[src/rtl/cpu_control_fsm_pkg.sv]
// Shared encodings for the multicycle CPU controller: FSM states, IR field
// codes, register-file write-address sources and memory access sizes.
package cpu_control_fsm_pkg;

    typedef logic [2:0] state_t;

    localparam state_t S_FETCH  = 3'd0;
    localparam state_t S_EXEC1  = 3'd1;
    localparam state_t S_EXEC2  = 3'd2;
    localparam state_t S_MULDIV = 3'd3;
    localparam state_t S_HALT   = 3'd4;

    typedef enum logic [5:0] {
        OP_SPECIAL = 6'h00, OP_REGIMM = 6'h01, OP_J     = 6'h02, OP_JAL   = 6'h03,
        OP_BEQ     = 6'h04, OP_BNE    = 6'h05, OP_BLEZ  = 6'h06, OP_BGTZ  = 6'h07,
        OP_ADDI    = 6'h08, OP_ADDIU  = 6'h09, OP_SLTI  = 6'h0A, OP_SLTIU = 6'h0B,
        OP_ANDI    = 6'h0C, OP_ORI    = 6'h0D, OP_XORI  = 6'h0E, OP_LUI   = 6'h0F,
        OP_LB      = 6'h20, OP_LH     = 6'h21, OP_LW    = 6'h23, OP_LBU   = 6'h24,
        OP_LHU     = 6'h25, OP_SB     = 6'h28, OP_SH    = 6'h29, OP_SW    = 6'h2B
    } opcode_t;

    typedef enum logic [5:0] {
        FN_SLL  = 6'h00, FN_SRL   = 6'h02, FN_SRA  = 6'h03, FN_SLLV  = 6'h04,
        FN_SRLV = 6'h06, FN_SRAV  = 6'h07, FN_JR   = 6'h08, FN_JALR  = 6'h09,
        FN_MFHI = 6'h10, FN_MTHI  = 6'h11, FN_MFLO = 6'h12, FN_MTLO  = 6'h13,
        FN_MULT = 6'h18, FN_MULTU = 6'h19, FN_DIV  = 6'h1A, FN_DIVU  = 6'h1B,
        FN_ADD  = 6'h20, FN_ADDU  = 6'h21, FN_SUB  = 6'h22, FN_SUBU  = 6'h23,
        FN_AND  = 6'h24, FN_OR    = 6'h25, FN_XOR  = 6'h26, FN_NOR   = 6'h27,
        FN_SLT  = 6'h2A, FN_SLTU  = 6'h2B
    } func_t;

    typedef enum logic [4:0] {
        RI_BLTZ = 5'h00, RI_BGEZ = 5'h01, RI_BLTZAL = 5'h10, RI_BGEZAL = 5'h11
    } regimm_t;

    typedef enum logic [1:0] {
        RF_SEL_RT = 2'd0,
        RF_SEL_RD = 2'd1,
        RF_SEL_RA = 2'd2
    } regfile_addr_sel_t;

    typedef enum logic [1:0] {
        SIZE_BYTE = 2'd0,
        SIZE_HALF = 2'd1,
        SIZE_WORD = 2'd2
    } mem_size_t;

endpackage

[src/rtl/cpu_control_fsm_byte_en.sv]
// Byte-lane decode for data accesses; lane i is byte offset i. Halfword
// accesses ignore addr_lo_i[0].
module cpu_control_byte_en
    import cpu_control_fsm_pkg::*;
(
    input  mem_size_t  size_i,
    input  logic [1:0] addr_lo_i,
    output logic [3:0] byte_en_o
);

    // Select the lanes touched by the access size and low address bits
    always_comb begin
        byte_en_o = 4'b1111;
        case (size_i)
            SIZE_BYTE: byte_en_o = 4'b0001 << addr_lo_i;
            SIZE_HALF: byte_en_o = addr_lo_i[1] ? 4'b1100 : 4'b0011;
            default:   byte_en_o = 4'b1111;
        endcase
    end

endmodule

[src/rtl/cpu_control_fsm.sv]
// Multicycle CPU control FSM: FETCH -> EXEC1 -> EXEC2 -> FETCH, with an
// optional multiply/divide stall state and an absorbing HALT.
// Build option CPU_CONTROL_MULDIV_STALL_EN: when defined, MULT/DIV spend
// MULDIV_CYCLES in the MULDIV state; otherwise HI/LO are written in EXEC2.
//
// state  | meaning
// FETCH  | instruction read; IR captured when memory accepts
// EXEC1  | loads issue their data read
// EXEC2  | PC update, stores, register write-back, exit decision
// MULDIV | multiply/divide in progress, counter runs down to 0
// HALT   | core stopped until reset
module cpu_control_fsm
    import cpu_control_fsm_pkg::*;
#(
    parameter int unsigned MULDIV_CYCLES = 32,
    parameter logic [31:0] HALT_ADDR     = 32'h0000_0000
) (
    input  logic              clk,
    input  logic              reset,
    input  logic              waitrequest_i,
    input  logic [5:0]        opcode_i,
    input  logic [5:0]        function_i,
    input  logic [4:0]        regimm_i,
    input  logic              b_cond_met_i,
    input  logic [1:0]        addr_lo_i,
    input  logic [31:0]       pc_next_i,
    output logic [2:0]        state_o,
    output logic              active_o,
    output logic              pc_write_en_o,
    output logic              ir_write_en_o,
    output logic              ram_write_en_o,
    output logic              ram_read_en_o,
    output logic [3:0]        ram_byte_en_o,
    output logic              ram_addr_sel_o,
    output logic              src_b_sel_o,
    output logic              regfile_write_en_o,
    output regfile_addr_sel_t regfile_addr_3_sel_o,
    output logic              muldiv_start_o,
    output logic              hilo_write_en_o
);

    state_t            state_q, state_d;
    logic              is_load, is_store, is_muldiv, rf_we_dec;
    regfile_addr_sel_t rf_sel_dec;
    mem_size_t         mem_size;
    logic [3:0]        lane_be;

`ifdef CPU_CONTROL_MULDIV_STALL_EN
    localparam logic [5:0] CNT_LOAD = 6'(MULDIV_CYCLES - 1);
    logic [5:0] cnt_q, cnt_d;
`else
    logic [31:0] unused_muldiv_cycles;
    assign unused_muldiv_cycles = MULDIV_CYCLES;
`endif

    cpu_control_byte_en u_byte_en (
        .size_i    (mem_size),
        .addr_lo_i (addr_lo_i),
        .byte_en_o (lane_be)
    );

    // Instruction class decode; unknown encodings fall through as NOPs
    always_comb begin
        is_load    = 1'b0;
        is_store   = 1'b0;
        is_muldiv  = 1'b0;
        rf_we_dec  = 1'b0;
        rf_sel_dec = RF_SEL_RT;
        mem_size   = SIZE_WORD;
        case (opcode_i)
            OP_SPECIAL: begin
                rf_sel_dec = RF_SEL_RD;
                case (function_i)
                    FN_SLL, FN_SRL, FN_SRA, FN_SLLV, FN_SRLV, FN_SRAV,
                    FN_MFHI, FN_MFLO, FN_ADD, FN_ADDU, FN_SUB, FN_SUBU,
                    FN_AND, FN_OR, FN_XOR, FN_NOR, FN_SLT, FN_SLTU:
                        rf_we_dec = 1'b1;
                    FN_JALR:
                        rf_we_dec = b_cond_met_i;
                    FN_MULT, FN_MULTU, FN_DIV, FN_DIVU:
                        is_muldiv = 1'b1;
                    default: ;
                endcase
            end
            OP_REGIMM: begin
                if (regimm_i == RI_BLTZAL || regimm_i == RI_BGEZAL) begin
                    rf_we_dec  = b_cond_met_i;
                    rf_sel_dec = RF_SEL_RA;
                end
            end
            OP_JAL: begin
                rf_we_dec  = b_cond_met_i;
                rf_sel_dec = RF_SEL_RA;
            end
            OP_ADDI, OP_ADDIU, OP_SLTI, OP_SLTIU, OP_ANDI, OP_ORI, OP_XORI, OP_LUI:
                rf_we_dec = 1'b1;
            OP_LB, OP_LBU: begin
                is_load = 1'b1; rf_we_dec = 1'b1; mem_size = SIZE_BYTE;
            end
            OP_LH, OP_LHU: begin
                is_load = 1'b1; rf_we_dec = 1'b1; mem_size = SIZE_HALF;
            end
            OP_LW: begin
                is_load = 1'b1; rf_we_dec = 1'b1;
            end
            OP_SB: begin
                is_store = 1'b1; mem_size = SIZE_BYTE;
            end
            OP_SH: begin
                is_store = 1'b1; mem_size = SIZE_HALF;
            end
            OP_SW:
                is_store = 1'b1;
            default: ;
        endcase
    end

    // Next state, counter and all control outputs; reset overrides the outputs
    always_comb begin
        state_d              = state_q;
`ifdef CPU_CONTROL_MULDIV_STALL_EN
        cnt_d                = cnt_q;
`endif
        state_o              = state_q;
        active_o             = 1'b1;
        pc_write_en_o        = 1'b0;
        ir_write_en_o        = 1'b0;
        ram_write_en_o       = 1'b0;
        ram_read_en_o        = 1'b0;
        ram_byte_en_o        = 4'b0000;
        ram_addr_sel_o       = 1'b0;
        src_b_sel_o          = 1'b0;
        regfile_write_en_o   = 1'b0;
        regfile_addr_3_sel_o = RF_SEL_RT;
        muldiv_start_o       = 1'b0;
        hilo_write_en_o      = 1'b0;
        case (state_q)
            S_FETCH: begin
                ram_read_en_o = 1'b1;
                ram_byte_en_o = 4'b1111;
                if (!waitrequest_i) begin
                    ir_write_en_o = 1'b1;
                    state_d       = S_EXEC1;
                end
            end
            S_EXEC1: begin
                if (is_load) begin
                    ram_read_en_o  = 1'b1;
                    ram_byte_en_o  = lane_be;
                    ram_addr_sel_o = 1'b1;
                    src_b_sel_o    = 1'b1;
                    if (!waitrequest_i) state_d = S_EXEC2;
                end else begin
                    state_d = S_EXEC2;
                end
            end
            S_EXEC2: begin
                regfile_addr_3_sel_o = rf_sel_dec;
                if (is_store) begin
                    ram_write_en_o = 1'b1;
                    ram_byte_en_o  = lane_be;
                    ram_addr_sel_o = 1'b1;
                    src_b_sel_o    = 1'b1;
                end
                // A stalled store holds EXEC2 without committing anything
                if (!(is_store && waitrequest_i)) begin
                    pc_write_en_o      = 1'b1;
                    regfile_write_en_o = rf_we_dec;
`ifndef CPU_CONTROL_MULDIV_STALL_EN
                    hilo_write_en_o    = is_muldiv;
`endif
                    if (pc_next_i == HALT_ADDR) begin
                        state_d = S_HALT;
`ifdef CPU_CONTROL_MULDIV_STALL_EN
                    end else if (is_muldiv) begin
                        state_d = S_MULDIV;
                        cnt_d   = CNT_LOAD;
`endif
                    end else begin
                        state_d = S_FETCH;
                    end
                end
            end
`ifdef CPU_CONTROL_MULDIV_STALL_EN
            S_MULDIV: begin
                muldiv_start_o = (cnt_q == CNT_LOAD);
                if (cnt_q == 6'd0) begin
                    hilo_write_en_o = 1'b1;
                    state_d         = S_FETCH;
                end else begin
                    cnt_d = cnt_q - 6'd1;
                end
            end
`endif
            S_HALT: begin
                active_o = 1'b0;
            end
            default: state_d = S_FETCH;
        endcase
        if (reset) begin
            state_o              = 3'd0;
            active_o             = 1'b1;
            pc_write_en_o        = 1'b0;
            ir_write_en_o        = 1'b0;
            ram_write_en_o       = 1'b0;
            ram_read_en_o        = 1'b0;
            ram_byte_en_o        = 4'b0000;
            ram_addr_sel_o       = 1'b0;
            src_b_sel_o          = 1'b0;
            regfile_write_en_o   = 1'b0;
            regfile_addr_3_sel_o = RF_SEL_RT;
            muldiv_start_o       = 1'b0;
            hilo_write_en_o      = 1'b0;
        end
    end

    // State register
    always_ff @(posedge clk) begin
        if (reset) state_q <= S_FETCH;
        else       state_q <= state_d;
    end

`ifdef CPU_CONTROL_MULDIV_STALL_EN
    // Multiply/divide down-counter
    always_ff @(posedge clk) begin
        if (reset) cnt_q <= 6'd0;
        else       cnt_q <= cnt_d;
    end
`endif

endmodule
[config.mk]
export PLATFORM = sky130hd
export DESIGN_NAME = cpu_control_fsm
export DESIGN_NICKNAME = d
export VERILOG_FILES = /design/src/rtl/cpu_control_fsm_pkg.sv /design/src/rtl/cpu_control_fsm_byte_en.sv /design/src/rtl/cpu_control_fsm.sv
export SDC_FILE = /design/constraint.sdc
export NUM_CORES = 1
export LEC_CHECK = 0
export BUFFER_PORTS_ARGS = -buffer_cell sky130_fd_sc_hd__buf_2
export CORE_MARGIN = 1
export CORE_UTILIZATION = 30
export DETAILED_ROUTE_END_ITERATION = 10
export GPL_TIMING_DRIVEN = 0
export PLACE_DENSITY = 0.78
export SYNTH_ARGS = -nofsm -noshare
export SYNTH_HDL_FRONTEND = slang
export SYNTH_SLANG_ARGS = --single-unit
[constraint.sdc]
create_clock -name clk -period 1.66 [get_ports clk]
set_input_delay 0.332 -clock clk [delete_from_list [all_inputs] [get_ports clk]]
set_output_delay 0.332 -clock clk [all_outputs]
set_load 0.01 [all_outputs]
=== Yosys cells after proc, flatten, opt, wreduce, memory -nomap -nowiden ===
Index checks and enable logic that the tools add are counted.

* Memory bits (writable): 0
* Flip-flop bits (word level): 3
* Memories kept: 0
* Memory bits (read-only): 0
* Bits in latches: 0
* Logic and storage cells: 114

* Bitwise gates (word level): 1
* Shift operators: 1
* Mux-type cells: 47
* Div/mod/pow operators: 0
* Add/sub/neg operators: 0
* Equal/unequal tests: 49
* $mul: 0
* Reduce and logical (&&, ||, !) cells: 15
* Magnitude comparators: 0

{| class="wikitable"
|+ Operator list
! cell !! count
|-
| $eq A6 B6 Y1 const B || 18
|-
| $eq A6 B4 Y1 const B || 9
|-
| $eq A6 B5 Y1 const B || 6
|-
| $logic_not A32 Y1 || 1
|-
| $mux W1 || 25
|-
| $eq A6 B2 Y1 const B || 3
|-
| $eq A6 B3 Y1 const B || 3
|-
| $mux W3 || 6
|-
| $reduce_or A18 Y1 || 1
|-
| $mux W4 || 4
|-
| $reduce_or A13 Y1 || 1
|-
| $logic_not A6 Y1 || 2
|-
| $pmux W3 S4 || 1
|-
| $pmux W4 S3 || 1
|-
| $eq A5 B5 Y1 const B || 2
|-
| $reduce_or A3 Y1 || 3
|-
| $pmux W4 S2 || 1
|-
| $eq A6 B1 Y1 const B || 1
|-
| $mux W2 || 3
|-
| $pmux W1 S2 || 3
|-
| $pmux W2 S3 || 1
|-
| $reduce_or A5 Y1 || 1
|-
| $ne A2 B2 Y1 const B || 2
|-
| $pmux W1 S4 || 1
|-
| 14 further kinds || 14
|}

=== Logic depth before layout (Yosys ltp) ===
* Depth after elaboration: 8
* Gate-level depth with buffers: 5

=== Cells and area by module ===
A second synthesis with hierarchy kept.

* Cell total of the unflattened synthesis: 97
* Area, all modules: 656.9 um^2

{| class="wikitable"
|+ Modules (own cells, without submodules)
! module !! seq. area each (um^2) !! cells an instance !! times used !! area each (um^2)
|-
| cpu_control_fsm || 60.1 || 90 || 1 || 613.1
|-
| cpu_control_byte_en || 0.0 || 7 || 1 || 43.8
|}

=== Worst setup path before layout ===
Ideal clock, no wire load.

* Path kind: input -> output
* From: input port opcode_i[4]
* To: output port src_b_sel_o
* Setup slack: -0.092 ns
* Data arrival time: 1.420 ns
* Path buffers: 1
* Stages on the path: 5
* Cells stage by stage: nand2b_1 > a211oi_1 > nand3b_1 > a21oi_1 > buf_4

* Word-level cells in the longest chain between the ends: 6
* Elaborated cells between the ends (all ways): 16
* Those cells by class: eq/ne (8); mux (6); reduce/logical (2)

{| class="wikitable"
|+ Ends and longest elaborated chain
! element !! line !! RTL
|-
| start, declared || cpu_control_fsm.sv:21 || <nowiki>input logic [5:0] opcode_i,</nowiki>
|-
| $eq A6 B6 Y1 || cpu_control_fsm.sv:70 || <nowiki>case (opcode_i)</nowiki>
|-
| $reduce_or A5 Y1 (no source line) or $reduce_or A3 Y1 (tied branches) || - ||
|-
| $mux W1 || cpu_control_fsm.sv:70 ||
|-
| $mux W1 (on tied branches) || - ||
|-
| $pmux W1 S2 * || - ||
|-
| $mux W1 * || - ||
|-
| end, declared || cpu_control_fsm.sv:35 || <nowiki>output logic src_b_sel_o,</nowiki>
|}

Every way passes the cells marked *; elsewhere a longest branch is shown, timed or not.

=== Worst setup path after layout ===
* From: input port opcode_i[3]
* To: output port regfile_write_en_o

* Word-level cells in the longest chain between the ends: 7
* Elaborated cells between the ends (all ways): 27
* Those cells by class: eq/ne (18); mux (5); reduce/logical (4)

{| class="wikitable"
|+ Ends and longest elaborated chain
! element !! line !! RTL
|-
| branches (longest 4 deep; another with $reduce_or A13 Y1) || - ||
|-
| $mux W1 * || cpu_control_fsm.sv:166 || <nowiki>if (!(is_store && waitrequest_i)) begin</nowiki>
|-
| $mux W1 * || cpu_control_fsm.sv:137 || <nowiki>case (state_q)</nowiki>
|-
| $mux W1 * || cpu_control_fsm.sv:200 || <nowiki>if (reset) begin</nowiki>
|-
| end, declared || cpu_control_fsm.sv:36 || <nowiki>output logic regfile_write_en_o,</nowiki>
|}

Mark *: on every way between the ends.

==> results.md <==
* CTS sink cnt at 3
* HPWL Detailed at ~1800 microns
* # DRC at 0
* Reg clk slew, reported paths at 0.04 ns
* Final instance area at 0.00127 sq mm
* Initial antenna violation count at 0
* Die H at 46.7 microns
* Grt ovf at 0
* Failing checks: negative setup slack
* Final Setup Violations at 10
* Number of flip-flops in the largest register at 3
* Layout cell share with drive strength beyond 1 at 0.625
* EDFF count, synth at 0
* Maxcap violations at 0
* R2R Path Start: state_q[2]
* Remaining antenna violation count at 0
* I/O Pins at 74
* DRT Wirelength at 2530 microns
* Core area at 0.00180 sq mm
* # nets final at 232
* Total power at ~480 uW
* Post-Syn Instances at 89
* Top flop regs: state_q: 3 flops
* Maximum VDD drop at about 0.31 mV
* Port Buffer Count at 71
* Yosys warns at 0
* Total GRT Usage at 0.238
* Post-synth ARST share at 0
* Root cell of the clock tree: clkbuf_4
* Post-synth cell types at 36
* First-pass GRT wire length at 3730 microns
* Antenna diode count at 0
* Outcome: finished with violations
* Leak Pwr at 0.000625 uW
* DIE AREA at ~0.0022 sq mm
* CP Capture Type: primary output
* Most used DFF post-synth: dfxtp_1
* Worst setup SP type: input port
* Min Tclk post-route at 1.88 ns
* Synthesis-to-layout area growth at 113%
* Syn avg cell area at a little under 7 sq um
* Area contributors post-synth: dfxtp_1 (10%), nor4_1 (8.4%), a21oi_1 (7.5%)
* Arr. time, crit path at 1.55 ns
* Post-route clock skew at 0.00272 ns
* Final hold violations at 0
* Post-synth net total at about 140
* Hold Worst Slack at approximately 0.36 ns
* Vias in the first global route at just over 900
* Placed inst area at 990 sq um
* CP max FO at 3
* Max Root-Sink Buffers at 2
* Peak Freq at 531 MHz
* Routed vias/inst at ~5.3
* Syn Std Cell Area at 599 sq um
* Die Width at 46.7 microns
* Synth Register Bits at 3
* Sequential fraction of the synthesis area at 0.100
* Hold WC Path Type: input port to flip-flop
* Pre-CTS setup slack at -0.311 ns
* Hold_buf cts at 0
* CTS tree: done
* Slew Limit Fails at 0
* Top-area cell type share of the netlist area at 0.100
* Worst-Skew Late Latency at 0.24 ns
* Initial Utilization at 0.333
* Crit path required time at 1.33 ns
* Top reg by flops: state_q
* Total CTS buffers at 3
* Initial drt markers at 8
* Worst setup path startpoint: opcode_i[3]
* Top cell type by total area after synthesis: dfxtp_1
* Power per cell area at 376 mW/mm^2
* Critical path type: input port to primary output
* Drt wl/cell at about 13 microns
* CTS H-tree lvls at 1
* Worst hold path startpoint: reset
* First-pass iteration count of the detailed router at 5
* # rows at 15
* Period utilization at 1.14
* Placer Congestion at 0.804
* Largest net degree at the start of global routing at 9
* Fillers at 154
* Vias at between 1000 and 1500
* Unrepaired setup endpoints after global routing: yes
* Worst setup margin at -0.225 ns
-- cell type report --
| class | count | area (sq um) | share of cell area |
|---|---|---|---|
| multi-input combinational | 81 | 627 | 0.492 |
| timing repair buffer | 83 | 497 | 0.390 |
| sequential | 3 | 67.6 | 0.0530 |
| tap | 25 | 31.3 | 0.0245 |
| clock buffer | 4 | 26.3 | 0.0206 |
| buffer | 2 | 15.0 | 0.0118 |
| inverter | 3 | 11.3 | 0.00883 |
-- cell usage in the layout (no fill, tap or decap), drive strengths merged, types with 2 or more instances in the layout --
master | netlist | routed
o31a | 2 | 2
nand3 | 3 | 3
a21oi | 9 | 9
buf | 2 | 85
nand2 | 7 | 7
nand2b | 3 | 3
nor2 | 8 | 8
or2 | 2 | 2
and3 | 3 | 3
nor4 | 9 | 9
dfxtp | 3 | 3
o311a | 2 | 2
nor3 | 7 | 7
inv | 3 | 3
o21bai | 2 | 2
o21ai | 2 | 2
clkbuf | 0 | 4
nor2b | 6 | 6
-- through the flow --
stage | utilization | std cells | TNS (ns)
6_report | 0.708 | 201 | -0.977
4_1_cts | 0.682 | 198 | -0.937
5_1_grt | 0.708 | 201 | -1.81
3_3_place_gp | 0.549 | 185 | -2.32
3_5_place_dp | 0.549 | 185 | -2.51
2_1_floorplan | - | 89 | -0.118
-- Yosys cell counts (all sizes together) (2+ instances only) --
library cell,n
o21bai,2
o311a,2
or2,2
and3,3
nand2,7
o31a,2
inv,3
dfxtp,3
nor2,8
a21oi,9
nor4,9
nor2b,6
nand3,3
nand2b,3
o21ai,2
nor3,7
buf,2
-- worst paths after layout --
path / cells after the start / slack [ns] / to
max: 6 / -0.22 / regfile_write_en_o
min: 2 / 0.36 / state_q[2]
max reg2reg: 4 / 0.36 / state_q[2]
min reg2reg: 3 / 0.64 / state_q[2]
-- critical path, stage by stage --
cell and delay [ns]:
buf_8 0.10, or4_4 0.54, nor3_4 0.17, o311a_1 0.19, o31a_1 0.11, buf_2 0.12
-- metal layers --
layer	wire (microns)	global-route usage
met5	0	0
met4	36	0.109
met3	156	0.0196
met2	1380	0.458
met1	949	0.256
-- repair_timing --
action	4_1_cts	5_1_grt
setup endpoints to repair	13	15
pin swaps	6	5
setup buffers	9	3
gates resized for setup	34	8
gates cloned	0	0
-- report_power, final --
| part | total (uW) | internal [uW] | switching, uW | leakage, uW |
|---|---|---|---|---|
| clock | 136 | 90.6 | 45.0 | 0.0000150 |
| sequential | 84.9 | 76.0 | 8.89 | 0.0000259 |
| combinational | 259 | 137 | 122 | 0.000584 |
| total | 479 | 304 | 176 | 0.000625 |
-- cells by family after synthesis --
logic type      Yosys count  synth area share
mux                       1            0.0167
flops                     3             0.100
compound gates           25             0.301
buf+inv                   5            0.0438
simple gates             54             0.532
other cells               1           0.00626
Power figures use the tool's default switching activity.
